--- config.mk ---
export PLATFORM = sky130hd
export DESIGN_NAME = mult_div_unit
export DESIGN_NICKNAME = d
export VERILOG_FILES = /design/src/rtl/mult_div_pkg.sv /design/src/rtl/mult_div_unit_div_step.sv /design/src/rtl/mult_div_unit.sv
export SDC_FILE = /design/constraint.sdc
export NUM_CORES = 1
export LEC_CHECK = 0
export CAP_MARGIN = 20
export CORE_MARGIN = 5
export CORE_UTILIZATION = 25
export DETAILED_ROUTE_END_ITERATION = 16
export GPL_ROUTABILITY_DRIVEN = 1
export PLACE_DENSITY_LB_ADDON = 0.15
export SLEW_MARGIN = 10
export SYNTH_ARGS = -nofsm -noshare
export SYNTH_HDL_FRONTEND = slang
export SYNTH_SLANG_ARGS = --single-unit
--- constraint.sdc ---
create_clock -name clk -period 10.25 [get_ports clk]
set_input_delay 1.025 -clock clk [delete_from_list [all_inputs] [get_ports clk]]
set_output_delay 1.025 -clock clk [all_outputs]
set_load 0.05 [all_outputs]
--- src/rtl/mult_div_pkg.sv ---
// rtl/mult_div_pkg.sv - shared types and constants for the multiply/divide unit
package mult_div_pkg;

    localparam int MD_WIDTH   = 32;
    localparam int ITER_COUNT = 32;
    localparam int CNT_W      = $clog2(ITER_COUNT);

    typedef enum logic [2:0] {
        IDLE,
        MULT,
        DIV,
        FIX,
        DONE
    } mdState_t;

endpackage

--- src/rtl/mult_div_unit_div_step.sv ---
// rtl/mult_div_unit_div_step.sv - one combinational restoring-division step on magnitudes
module div_step #(
    parameter int WIDTH = 32
) (
    input  logic [WIDTH-1:0] remIn,
    input  logic             dividendBit,
    input  logic [WIDTH-1:0] divisor,
    output logic [WIDTH-1:0] remOut,
    output logic             quoBit
);

    logic [WIDTH:0] shifted;
    logic [WIDTH:0] diff;

    // remIn < divisor, so the trial difference always fits in WIDTH+1 signed bits
    always_comb begin
        shifted = {remIn, dividendBit};
        diff    = shifted - {1'b0, divisor};
        quoBit  = ~diff[WIDTH];
        remOut  = quoBit ? diff[WIDTH-1:0] : shifted[WIDTH-1:0];
    end

endmodule

--- src/rtl/mult_div_unit.sv ---
// rtl/mult_div_unit.sv - sequential signed Booth multiply / restoring divide with HI/LO results
module mult_div_unit
    import mult_div_pkg::*;
#(
    parameter int WIDTH = MD_WIDTH
) (
    input  logic             clk,
    input  logic             reset,
    input  logic             mult_start,
    input  logic             div_start,
    input  logic [WIDTH-1:0] a,
    input  logic [WIDTH-1:0] b,
    output logic [WIDTH-1:0] hi,
    output logic [WIDTH-1:0] lo,
    output logic             busy,
    output logic             done,
    output logic             div_zero
);

    localparam logic [CNT_W-1:0] LAST_ITER = CNT_W'(ITER_COUNT - 1);

    mdState_t           state, nextState;
    logic [CNT_W-1:0]   count;
    logic [2*WIDTH:0]   acc;
    logic [WIDTH-1:0]   mcand;
    logic [WIDTH-1:0]   divisor, quo, rem;
    logic               dividendNeg, signsDiffer;
    logic [WIDTH-1:0]   hiReg, loReg;
    logic               divZeroReg;

    logic               canAccept, bZero, lastIter;
    logic               acceptMult, acceptDiv, acceptDivZero;
    logic [WIDTH:0]     boothSum;
    logic [2*WIDTH:0]   boothNext;
    logic [WIDTH-1:0]   remNext;
    logic               quoBit;
    logic [WIDTH-1:0]   aMag, bMag;

    div_step #(.WIDTH(WIDTH)) u_div_step (
        .remIn       (rem),
        .dividendBit (quo[WIDTH-1]),
        .divisor     (divisor),
        .remOut      (remNext),
        .quoBit      (quoBit)
    );

    always_comb begin
        canAccept     = (state == IDLE) || (state == DONE);
        bZero         = (b == '0);
        lastIter      = (count == LAST_ITER);
        acceptMult    = canAccept && mult_start;
        acceptDiv     = canAccept && !mult_start && div_start && !bZero;
        acceptDivZero = canAccept && !mult_start && div_start && bZero;
        aMag          = a[WIDTH-1] ? -a : a;
        bMag          = b[WIDTH-1] ? -b : b;

        nextState = state;
        case (state)
            IDLE, DONE: begin
                if (acceptMult)         nextState = MULT;
                else if (acceptDiv)     nextState = DIV;
                else if (acceptDivZero) nextState = DONE;
                else                    nextState = IDLE;
            end
            MULT:    if (lastIter) nextState = DONE;
            DIV:     if (lastIter) nextState = FIX;
            FIX:     nextState = DONE;
            default: nextState = IDLE;
        endcase
    end

    // Booth add/sub is one bit wider so subtracting the most negative multiplicand cannot overflow
    always_comb begin
        case (acc[1:0])
            2'b01:   boothSum = {acc[2*WIDTH], acc[2*WIDTH:WIDTH+1]} + {mcand[WIDTH-1], mcand};
            2'b10:   boothSum = {acc[2*WIDTH], acc[2*WIDTH:WIDTH+1]} - {mcand[WIDTH-1], mcand};
            default: boothSum = {acc[2*WIDTH], acc[2*WIDTH:WIDTH+1]};
        endcase
        boothNext = {boothSum, acc[WIDTH:1]};
    end

    always_ff @(posedge clk or negedge reset) begin
        if (!reset) state <= IDLE;
        else        state <= nextState;
    end

    always_ff @(posedge clk or negedge reset) begin
        if (!reset) begin
            count       <= '0;
            acc         <= '0;
            mcand       <= '0;
            divisor     <= '0;
            quo         <= '0;
            rem         <= '0;
            dividendNeg <= 1'b0;
            signsDiffer <= 1'b0;
            hiReg       <= '0;
            loReg       <= '0;
            divZeroReg  <= 1'b0;
        end else begin
            divZeroReg <= acceptDivZero;
            if (acceptMult) begin
                acc   <= {{WIDTH{1'b0}}, b, 1'b0};
                mcand <= a;
                count <= '0;
            end else if (acceptDiv) begin
                quo         <= aMag;
                divisor     <= bMag;
                rem         <= '0;
                dividendNeg <= a[WIDTH-1];
                signsDiffer <= a[WIDTH-1] ^ b[WIDTH-1];
                count       <= '0;
            end else begin
                case (state)
                    MULT: begin
                        acc   <= boothNext;
                        count <= count + CNT_W'(1);
                        if (lastIter) {hiReg, loReg} <= boothNext[2*WIDTH:1];
                    end
                    DIV: begin
                        rem   <= remNext;
                        quo   <= {quo[WIDTH-2:0], quoBit};
                        count <= count + CNT_W'(1);
                    end
                    FIX: begin
                        hiReg <= dividendNeg ? -rem : rem;
                        loReg <= signsDiffer ? -quo : quo;
                    end
                    default: ;
                endcase
            end
        end
    end

    assign busy     = (state == MULT) || (state == DIV) || (state == FIX);
    assign done     = (state == DONE);
    assign div_zero = divZeroReg;
    assign hi       = hiReg;
    assign lo       = loReg;

endmodule

==> results.sh, run 1 <==
export IMPL_fin_crit_ns=5.36
export IMPL_synthTopCellsByCount="nand2_1 (445), dfrtp_1 (268), o21ai_0 (241), nor2_1 (191), a21oi_1 (135)"
export IMPL_vias=17000
export IMPL_synthToLayoutAreaGrowth_pct=18.7
export IMPL_synth_distinct_cells=68
export IMPL_grt_pass1_wl_um=105000
export IMPL_yosysMostFrequentCell="nand2_1"
export IMPL_wl_per_cell_um=20.5
export IMPL_avgSynthCellArea_um2=7.96
export IMPL_drtPass1Iterations=5
export IMPL_layout_nets=2529
export IMPL_io_buffers=134
export IMPL_h_tree_depth=2
export IMPL_cp_max_fo=10
export IMPL_clk_latency_ns=0.56
export IMPL_setup_viol=0
export IMPL_finalClockSkew_ns=0.0219
export IMPL_min_path_type="primary input to asynchronous set/reset pin"
export IMPL_fin_crit_sh_pct=52.2
export IMPL_die_h_um=282
export IMPL_drive_gt1_share_pct=4.48
export IMPL_postCtsSetupBuffers=0
export IMPL_rsz0062_at_grt="no"
export IMPL_async_flop_share_pct=100
export IMPL_fmax_ghz=0.187
export IMPL_core_um2=73200
export IMPL_holdBufCountCts=0
export IMPL_rows=99
export IMPL_die_width_um=282
export IMPL_instances_no_fill=3371
export IMPL_fp_dieArea_um2=79600
export IMPL_tightest_slew_ns=1.02
export IMPL_cts_buffer_depth=3
export IMPL_crit_path_start_kind="flop"
export IMPL_cts_inserted_buffers=34
export IMPL_track_usage_pct=17.0
export IMPL_drt_total_wl_um=68900
export IMPL_worstSetupEndpointType="flop"
export IMPL_yosysTopAreaCell="dfrtp_1"
export IMPL_worstSetupPathType="flop to flop"
export IMPL_dpl_cell_count=3310
export IMPL_hpwl_um=52800
export IMPL_clock_root_buffer="clkbuf_16"
export IMPL_post_cts_resized=0
export IMPL_drtIter0Drc=1222
export IMPL_slew_headroom_pct=31.9
export IMPL_synth_seq_area_share_pct=36.2
export IMPL_path_clk_slew_ns=0.06
export IMPL_status="complete, no violations"
export IMPL_synth_cells=2327
export IMPL_synth_top_area_share_pct=36.2
export IMPL_synth_seq_cells=268
export IMPL_drc=0
export IMPL_ant_nets=0
export IMPL_synthFlopType="dfrtp_1"
export IMPL_clock_sinks=268
export IMPL_cts_tree="yes"
export IMPL_grt_max_degree=103
export IMPL_slew_violations=0
export IMPL_grt_overflow_total=0
export IMPL_yosys_warnings=0
export IMPL_setup_tns_ns=0
export IMPL_start_util_pct=25.3
export IMPL_place_gp_congestion=0.838
export IMPL_viasPerCell=5.05
export IMPL_cp_arrival_ns=5.79
export IMPL_syn_area_um2=18500
export IMPL_r2r_cells=18
export IMPL_required_ns=10.68
export IMPL_synth_edf_count=0
export IMPL_drv_cap=0
export IMPL_hold_violations=0
export IMPL_io_pins=135
export IMPL_grt_pass1_vias=17000
export IMPL_ys_top_cells_by_area="dfrtp_1 (36%), nand2_1 (9.0%), o21ai_0 (6.5%), xnor2_1 (6.3%), ha_1 (4.9%)"
export IMPL_syn_nets=2469
export IMPL_antenna_found_initial=2
## critical path, cell delays in order, from the launching register on
cell       delay, ns
dfrtp_1         0.41
or3_1           0.42
nor4_1          0.53
nand3b_1        0.24
nor3_1          0.40
and2_1          0.24
nor3b_1         0.38
nor2_1          0.10
xnor2_1         0.16
ha_1            0.39
a21o_1          0.23
a221oi_1        0.42
nor2b_1         0.12
nor3_1          0.17
o21ai_0         0.14
a41oi_1         0.27
a211oi_1        0.07
a2111oi_0       0.41
nand3_1         0.12
## final cells by class
type / instances / area, um^2
diodes: 1 / 2.50
clock buffers: 44 / 988
clock inverters: 16 / 226
fillers: 7769 / 51200
inverters: 71 / 267
multi-input cells: 1855 / 11100
flip-flops and latches: 268 / 6710
well taps: 959 / 1200
repair buffers: 157 / 1520
## per-stage QoR
stage | hold slack [ns] | cell area [um^2] | utilization, % | worst slack [ns]
floorplan | 0.449 | 18500 | - | 5.77
global placement | 0.468 | 20800 | 28.4 | 4.82
detailed placement | 0.471 | 20800 | 28.4 | 4.69
CTS | 0.483 | 22000 | 30.0 | 4.92
global route | 0.501 | 22000 | 30.0 | 4.42
finish | 0.470 | 22000 | 30.0 | 4.89
## placed cells by master, fill, tap and decap left out, drive strengths merged, types with 64 or more instances in the layout
master and n:
xor2 64, nand2 445, nor2 192, xnor2 133
inv 72, a31oi 81, a21oi 135, ha 72
clkdlybuf4s50 133, dfrtp 268, o21ai 242
## registers in the layout, summed over array words and instances (netlist names)
signal	cells
rem	32
quo	32
state	3
count	5
divisor	32
signsDiffer	1
lo	32
hi	32
mcand	32
div_zero	1
acc	65
dividendNeg	1
## kinds of logic after synthesis
logic type	Yosys count	synth area share [%]
AND/OR/NAND/NOR	874	20.7
AO/OA/AOI/OAI	665	22.1
flip-flops	268	36.2
buffers and inverters	204	4.21
XOR/XNOR	197	9.31
adder cells (fa/ha/maj)	74	5.08
multiplexers	45	2.46
## per-layer routing
layer / vias up / track usage [%] / share of wire, %
met4: 0 / 4.61 / 2.5
met3: 80 / 2.62 / 4.4
met2: 341 / 28.2 / 47
met5: - / 0 / 0
li1: 8337 / - / -
met1: 8273 / 23.1 / 46
## path summary, 6_finish.rpt
check	from	to	slack, ns
min in group clk	hi[13]	hi[13]	0.48
max in group asynchronous	reset	divisor[9]	7.42
worst min register to register	hi[13]	hi[13]	0.48
worst min-delay path	reset	quo[15]	0.47
worst max register to register	mcand[3]	hi[31]	4.89
worst max-delay path	mcand[3]	hi[31]	4.89
Power of run 1 is left out: the tool's default activity adds up to more than one toggle a clock period on the data nets, which glitch-free logic cannot reach.
==> inputs of run 2 (changes only) <==
- clock period: 10.25 -> 4.7 ns (I/O delays scaled with it)
==> results.sh, run 2 (synthesized netlist as in run 1, its figures left out) <==
export IMPL_drtPass1Iterations=5
export IMPL_met2_length_um=33300
export IMPL_clock_sinks=268
export IMPL_hold_violations=0
export IMPL_cp_max_fo=3
export IMPL_grt_pass1_wl_um=106000
export IMPL_die_h_um=282
export IMPL_largest_register_ffs=65
export IMPL_cts_tree="yes"
export IMPL_place_gp_congestion=0.875
export IMPL_fin_util_pct=30.5
export IMPL_cp_arrival_ns=4.79
export IMPL_drv_cap=0
export IMPL_fmax_ghz=0.228
export IMPL_rows=99
export IMPL_layout_nets=2571
export IMPL_io_pins=135
export IMPL_fp_dieArea_um2=79600
export IMPL_critPathTopFamily="simple AND/OR/NAND/NOR gates"
export IMPL_clock_root_buffer="clkbuf_16"
export IMPL_ant_nets=0
export IMPL_r2r_cells=20
export IMPL_wl_per_cell_um=20.4
export IMPL_status="complete, no violations"
export IMPL_clk_latency_ns=0.55
export IMPL_setup_tns_ns=0
export IMPL_top_layer_used="met4"
export IMPL_met1Wirelength_um=32600
export IMPL_hpwl_um=53300
export IMPL_cpMaxStageDelayCell="or4_1"
export IMPL_layout_cells_most_common_list="nand2_1 (442), dfrtp_1 (268), o21ai_0 (240), nor2_1 (191), a21oi_1 (135)"
export IMPL_required_ns=5.11
export IMPL_post_route_cell_area_um2=22300
export IMPL_io_buffers=134
export IMPL_path_clk_slew_ns=0.06
export IMPL_antenna_found_initial=1
export IMPL_cts_inserted_buffers=36
export IMPL_rsz0062_at_grt="no"
export IMPL_setup_viol=0
export IMPL_wl_met3_um=2580
export IMPL_slew_headroom_pct=28.8
export IMPL_cp_slowest_stage_delay_ns=0.57
export IMPL_worstSetupEndpointType="flop"
export IMPL_nFillCells=7755
export IMPL_drive_gt1_share_pct=5.99
export IMPL_viasPerCell=5.04
export IMPL_h_tree_depth=2
export IMPL_instances_no_fill=3413
export IMPL_slew_violations=0
export IMPL_cp_depth=20
export IMPL_start_util_pct=25.3
export IMPL_die_width_um=282
export IMPL_fin_crit_ns=4.38
export IMPL_min_path_type="flop to flop"
export IMPL_fin_crit_sh_pct=93.2
export IMPL_drt_total_wl_um=69700
export IMPL_grt_max_degree=108
export IMPL_layout_cells_most_common="nand2_1"
export IMPL_synthToLayoutAreaGrowth_pct=20.5
export IMPL_finalClockSkew_ns=0.0184
export IMPL_regMostFlops="acc"
export IMPL_cts_buffer_depth=3
export IMPL_place_area_um2=21100
export IMPL_crit_chain="or4_1 > nor3_2 > nand3b_1 > nor3_2 > buf_4 > and2_1 > nor3b_1 > buf_4 > a21oi_1 > xnor2_1 > ha_1 > and2_1 > a221oi_2 > nor2b_1 > nor3_1 > o21ai_1 > a41oi_2 > a211oi_1 > a2111oi_0 > nand3_1"
export IMPL_drtIter0Drc=1166
export IMPL_vias=17200
export IMPL_regToRegSetupSlack_ns=0.32
export IMPL_crit_path_start_kind="flop"
export IMPL_dpl_cell_count=3349
export IMPL_diodes=0
export IMPL_cp_num_buf_inv=2
export IMPL_tightest_slew_ns=1.07
export IMPL_grt_pass1_vias=17000
export IMPL_grt_overflow_total=0
export IMPL_worstSetupPathType="flop to flop"
export IMPL_drc=0
export IMPL_track_usage_pct=17.1
export IMPL_core_um2=73200
export IMPL_hold_path_depth=2
[run 2: changes by cell type in the layout (fill, tap and decap cells not counted), sizes merged]
| cell | change |
|---|---|
| buf | +39 |
| bufinv | -3 |
| clkbuf | +7 |
| clkinv | -1 |
| diode | -1 |
| dlygate4sd3 | +1 |
[run 2: final cells by class]
type | instances | area [um^2] | area share, %
Timing Repair Buffer | 197 | 1880 | 8.44
Clock inverter | 12 | 135 | 0.605
Tap cell | 959 | 1200 | 5.37
Inverter | 71 | 267 | 1.19
Sequential cell | 268 | 6710 | 30.0
Clock buffer | 51 | 1020 | 4.56
Multi-Input combinational cell | 1855 | 11100 | 49.8
[run 2: what timing repair did]
item | 4_1_cts | 5_1_grt
endpoints found under the setup margin | 0 | 3
resized for setup | 0 | 8
hold endpoints to repair | 54 | 0
setup buffers | 0 | 0
hold buffers | 1 | 0
[run 2: final timing paths]
kind	end	start
worst max-delay path	hi[31]	mcand[9]
worst min-delay path	divisor[1]	divisor[1]
worst max register to register	hi[31]	mcand[9]
worst min register to register	divisor[1]	divisor[1]
max in group asynchronous	hi[27]	reset
min in group asynchronous	quo[15]	reset
[run 2: per-layer routing]
metal  up-vias  track usage, %
met5         -               0
met4         0            3.61
met3        75            2.23
met2       343            29.1
met1      8363            23.3
li1       8417               -
[run 2: worst register-to-register path, stage by stage (launching register included)]
cell and delay [ns]:
dfrtp_1 0.37, or4_1 0.57, nor3_2 0.16, nand3b_1 0.15, nor3_2 0.17, buf_4 0.14, and2_1 0.13, nor3b_1 0.18
buf_4 0.15, a21oi_1 0.07, xnor2_1 0.14, ha_1 0.32, and2_1 0.18, a221oi_2 0.27, nor2b_1 0.11, nor3_1 0.16
o21ai_1 0.13, a41oi_2 0.23, a211oi_1 0.07, a2111oi_0 0.42, nand3_1 0.13
[run 2: metrics by stage]
stage	setup slack [ns]	hold slack, ns
after floorplan	0.216	0.174
after global placement	0.208	0.468
after CTS	0.0855	0.486
after global routing	0.0116	0.517
after detailed placement	0.119	0.472
final	0.318	0.479
Power of run 2 is left out for the same reason.
==> inputs of run 3 (changes only) <==
- CTS_CLUSTER_SIZE: default -> 40
- DONT_BUFFER_PORTS: default -> 1
==> results.sh, run 3 (synthesized netlist as in run 1, its figures left out) <==
export IMPL_regMostFlops="acc"
export IMPL_setup_viol=0
export IMPL_regArea_um2=6710
export IMPL_core_um2=73200
export IMPL_fmax_ghz=0.226
export IMPL_status="complete, but fails checks"
export IMPL_fin_crit_ns=4.42
export IMPL_drtPass1Iterations=6
export IMPL_vias=16700
export IMPL_diodes=0
export IMPL_grt_pass1_wl_um=104000
export IMPL_cts_tree="yes"
export IMPL_multiInputGateArea_um2=11100
export IMPL_crit_path_start_kind="flop"
export IMPL_fp_dieArea_um2=79600
export IMPL_cp_num_buf_inv=3
export IMPL_holdBufCountCts=14
export IMPL_regToRegSetupSlack_ns=0.28
export IMPL_die_h_um=282
export IMPL_antenna_found_initial=4
export IMPL_h_tree_depth=2
export IMPL_nFillCells=7841
export IMPL_layout_cells_most_common="nand2_1"
export IMPL_grt_overflow_total=0
export IMPL_hpwl_um=51700
export IMPL_drt_total_wl_um=68800
export IMPL_tightest_slew_ns=0.912
export IMPL_viasPerCell=5.09
export IMPL_drive_gt1_share_pct=6.13
export IMPL_critPathTopFamily="simple AND/OR/NAND/NOR gates"
export IMPL_min_path_type="primary input to asynchronous set/reset pin"
export IMPL_io_buffers=0
export IMPL_slew_violations=0
export IMPL_layout_nets=2448
export IMPL_wl_per_cell_um=20.9
export IMPL_place_area_um2=19700
export IMPL_path_clk_slew_ns=0.06
export IMPL_finalClockSkew_ns=0.0256
export IMPL_io_pins=135
export IMPL_clock_root_buffer="clkbuf_16"
export IMPL_start_util_pct=25.3
export IMPL_worstSetupPathType="flop to flop"
export IMPL_cp_arrival_ns=4.85
export IMPL_grt_max_degree=269
export IMPL_required_ns=5.13
export IMPL_crit_chain="or4_1 > nor3_2 > nand3b_1 > nor3_1 > buf_4 > and2_1 > nor3b_1 > buf_4 > a21oi_1 > xnor2_1 > ha_1 > and2_1 > a221oi_2 > nor2b_1 > nor3_1 > o21ai_1 > nor2_1 > buf_4 > a211oi_1 > a2111oi_1 > nand3_1"
export IMPL_ant_nets=0
export IMPL_cpMaxStageDelayCell="or4_1"
export IMPL_synthToLayoutAreaGrowth_pct=14.0
export IMPL_drtIter0Drc=1356
export IMPL_timing_rr_start="mcand[9]"
export IMPL_cp_common_cell="buf_4"
export IMPL_die_width_um=282
export IMPL_track_usage_pct=16.8
export IMPL_cp_slowest_stage_delay_ns=0.56
export IMPL_cts_inserted_buffers=36
export IMPL_cp_depth=21
export IMPL_worstSetupEndpointType="flop"
export IMPL_r2r_cells=21
export IMPL_clock_sinks=268
export IMPL_place_gp_congestion=0.853
export IMPL_hold_violations=268
export IMPL_slew_headroom_pct=39.2
export IMPL_drv_cap=0
export IMPL_layout_cells_most_common_list="nand2_1 (442), dfrtp_1 (268), o21ai_0 (240), nor2_1 (191), a21oi_1 (135)"
export IMPL_rows=99
export IMPL_fin_crit_sh_pct=94.0
export IMPL_holdWs_ns=-0.395
export IMPL_largest_register_ffs=65
export IMPL_grt_pass1_vias=16200
export IMPL_post_route_cell_area_um2=21100
export IMPL_cts_buffer_depth=3
export IMPL_clk_latency_ns=0.57
export IMPL_cp_max_fo=3
export IMPL_reg2reg_to="hi[31]"
export IMPL_violations="hold timing"
export IMPL_drc=0
==> run 3: cell type report <==
class,instances,share of cell area (%)
clock buffer,54,5.11
clock inverter,9,0.622
inverter,71,1.26
multi-input combinational,1855,52.6
sequential,268,31.7
tap,959,5.68
timing repair buffer,74,2.97
==> run 3: repair_timing <==
action,CTS,global route
endpoints found under the setup margin,0,7
buffers inserted,0,1
endpoints found under the hold margin,281,268
gates resized for setup,0,7
==> run 3: per-stage QoR <==
step	setup TNS [ns]	hold WS, ns	util [%]	setup WS [ns]	std cells
after floorplan	0	0.174	-	0.216	2327
after CTS	0	-0.426	28.8	0.0880	3289
after global routing	-0.000171	-0.434	28.9	-0.000171	3290
after detailed placement	0	0.195	27.0	0.124	3212
after global placement	0	0.197	27.0	0.135	3212
final	0	-0.395	28.9	0.282	3290
==> run 3: how the worst max path moves through the flow <==
stage	from	end	slack [ns]
after floorplan	mcand[7]	hi[31]	0.22
after global placement	mcand[9]	hi[31]	0.14
after detailed placement	mcand[9]	hi[31]	0.12
after CTS	mcand[9]	hi[31]	0.09
after global routing	mcand[3]	hi[21]	-0.0002
final	mcand[9]	hi[31]	0.28
==> run 3: metal layers <==
| metal | wire length (um) | track usage, % |
|---|---|---|
| met1 | 30800 | 22.4 |
| met2 | 32900 | 28.3 |
| met3 | 3740 | 3.38 |
| met4 | 1350 | 3.59 |
| met5 | 0 | 0 |
Power of run 3 is left out for the same reason.
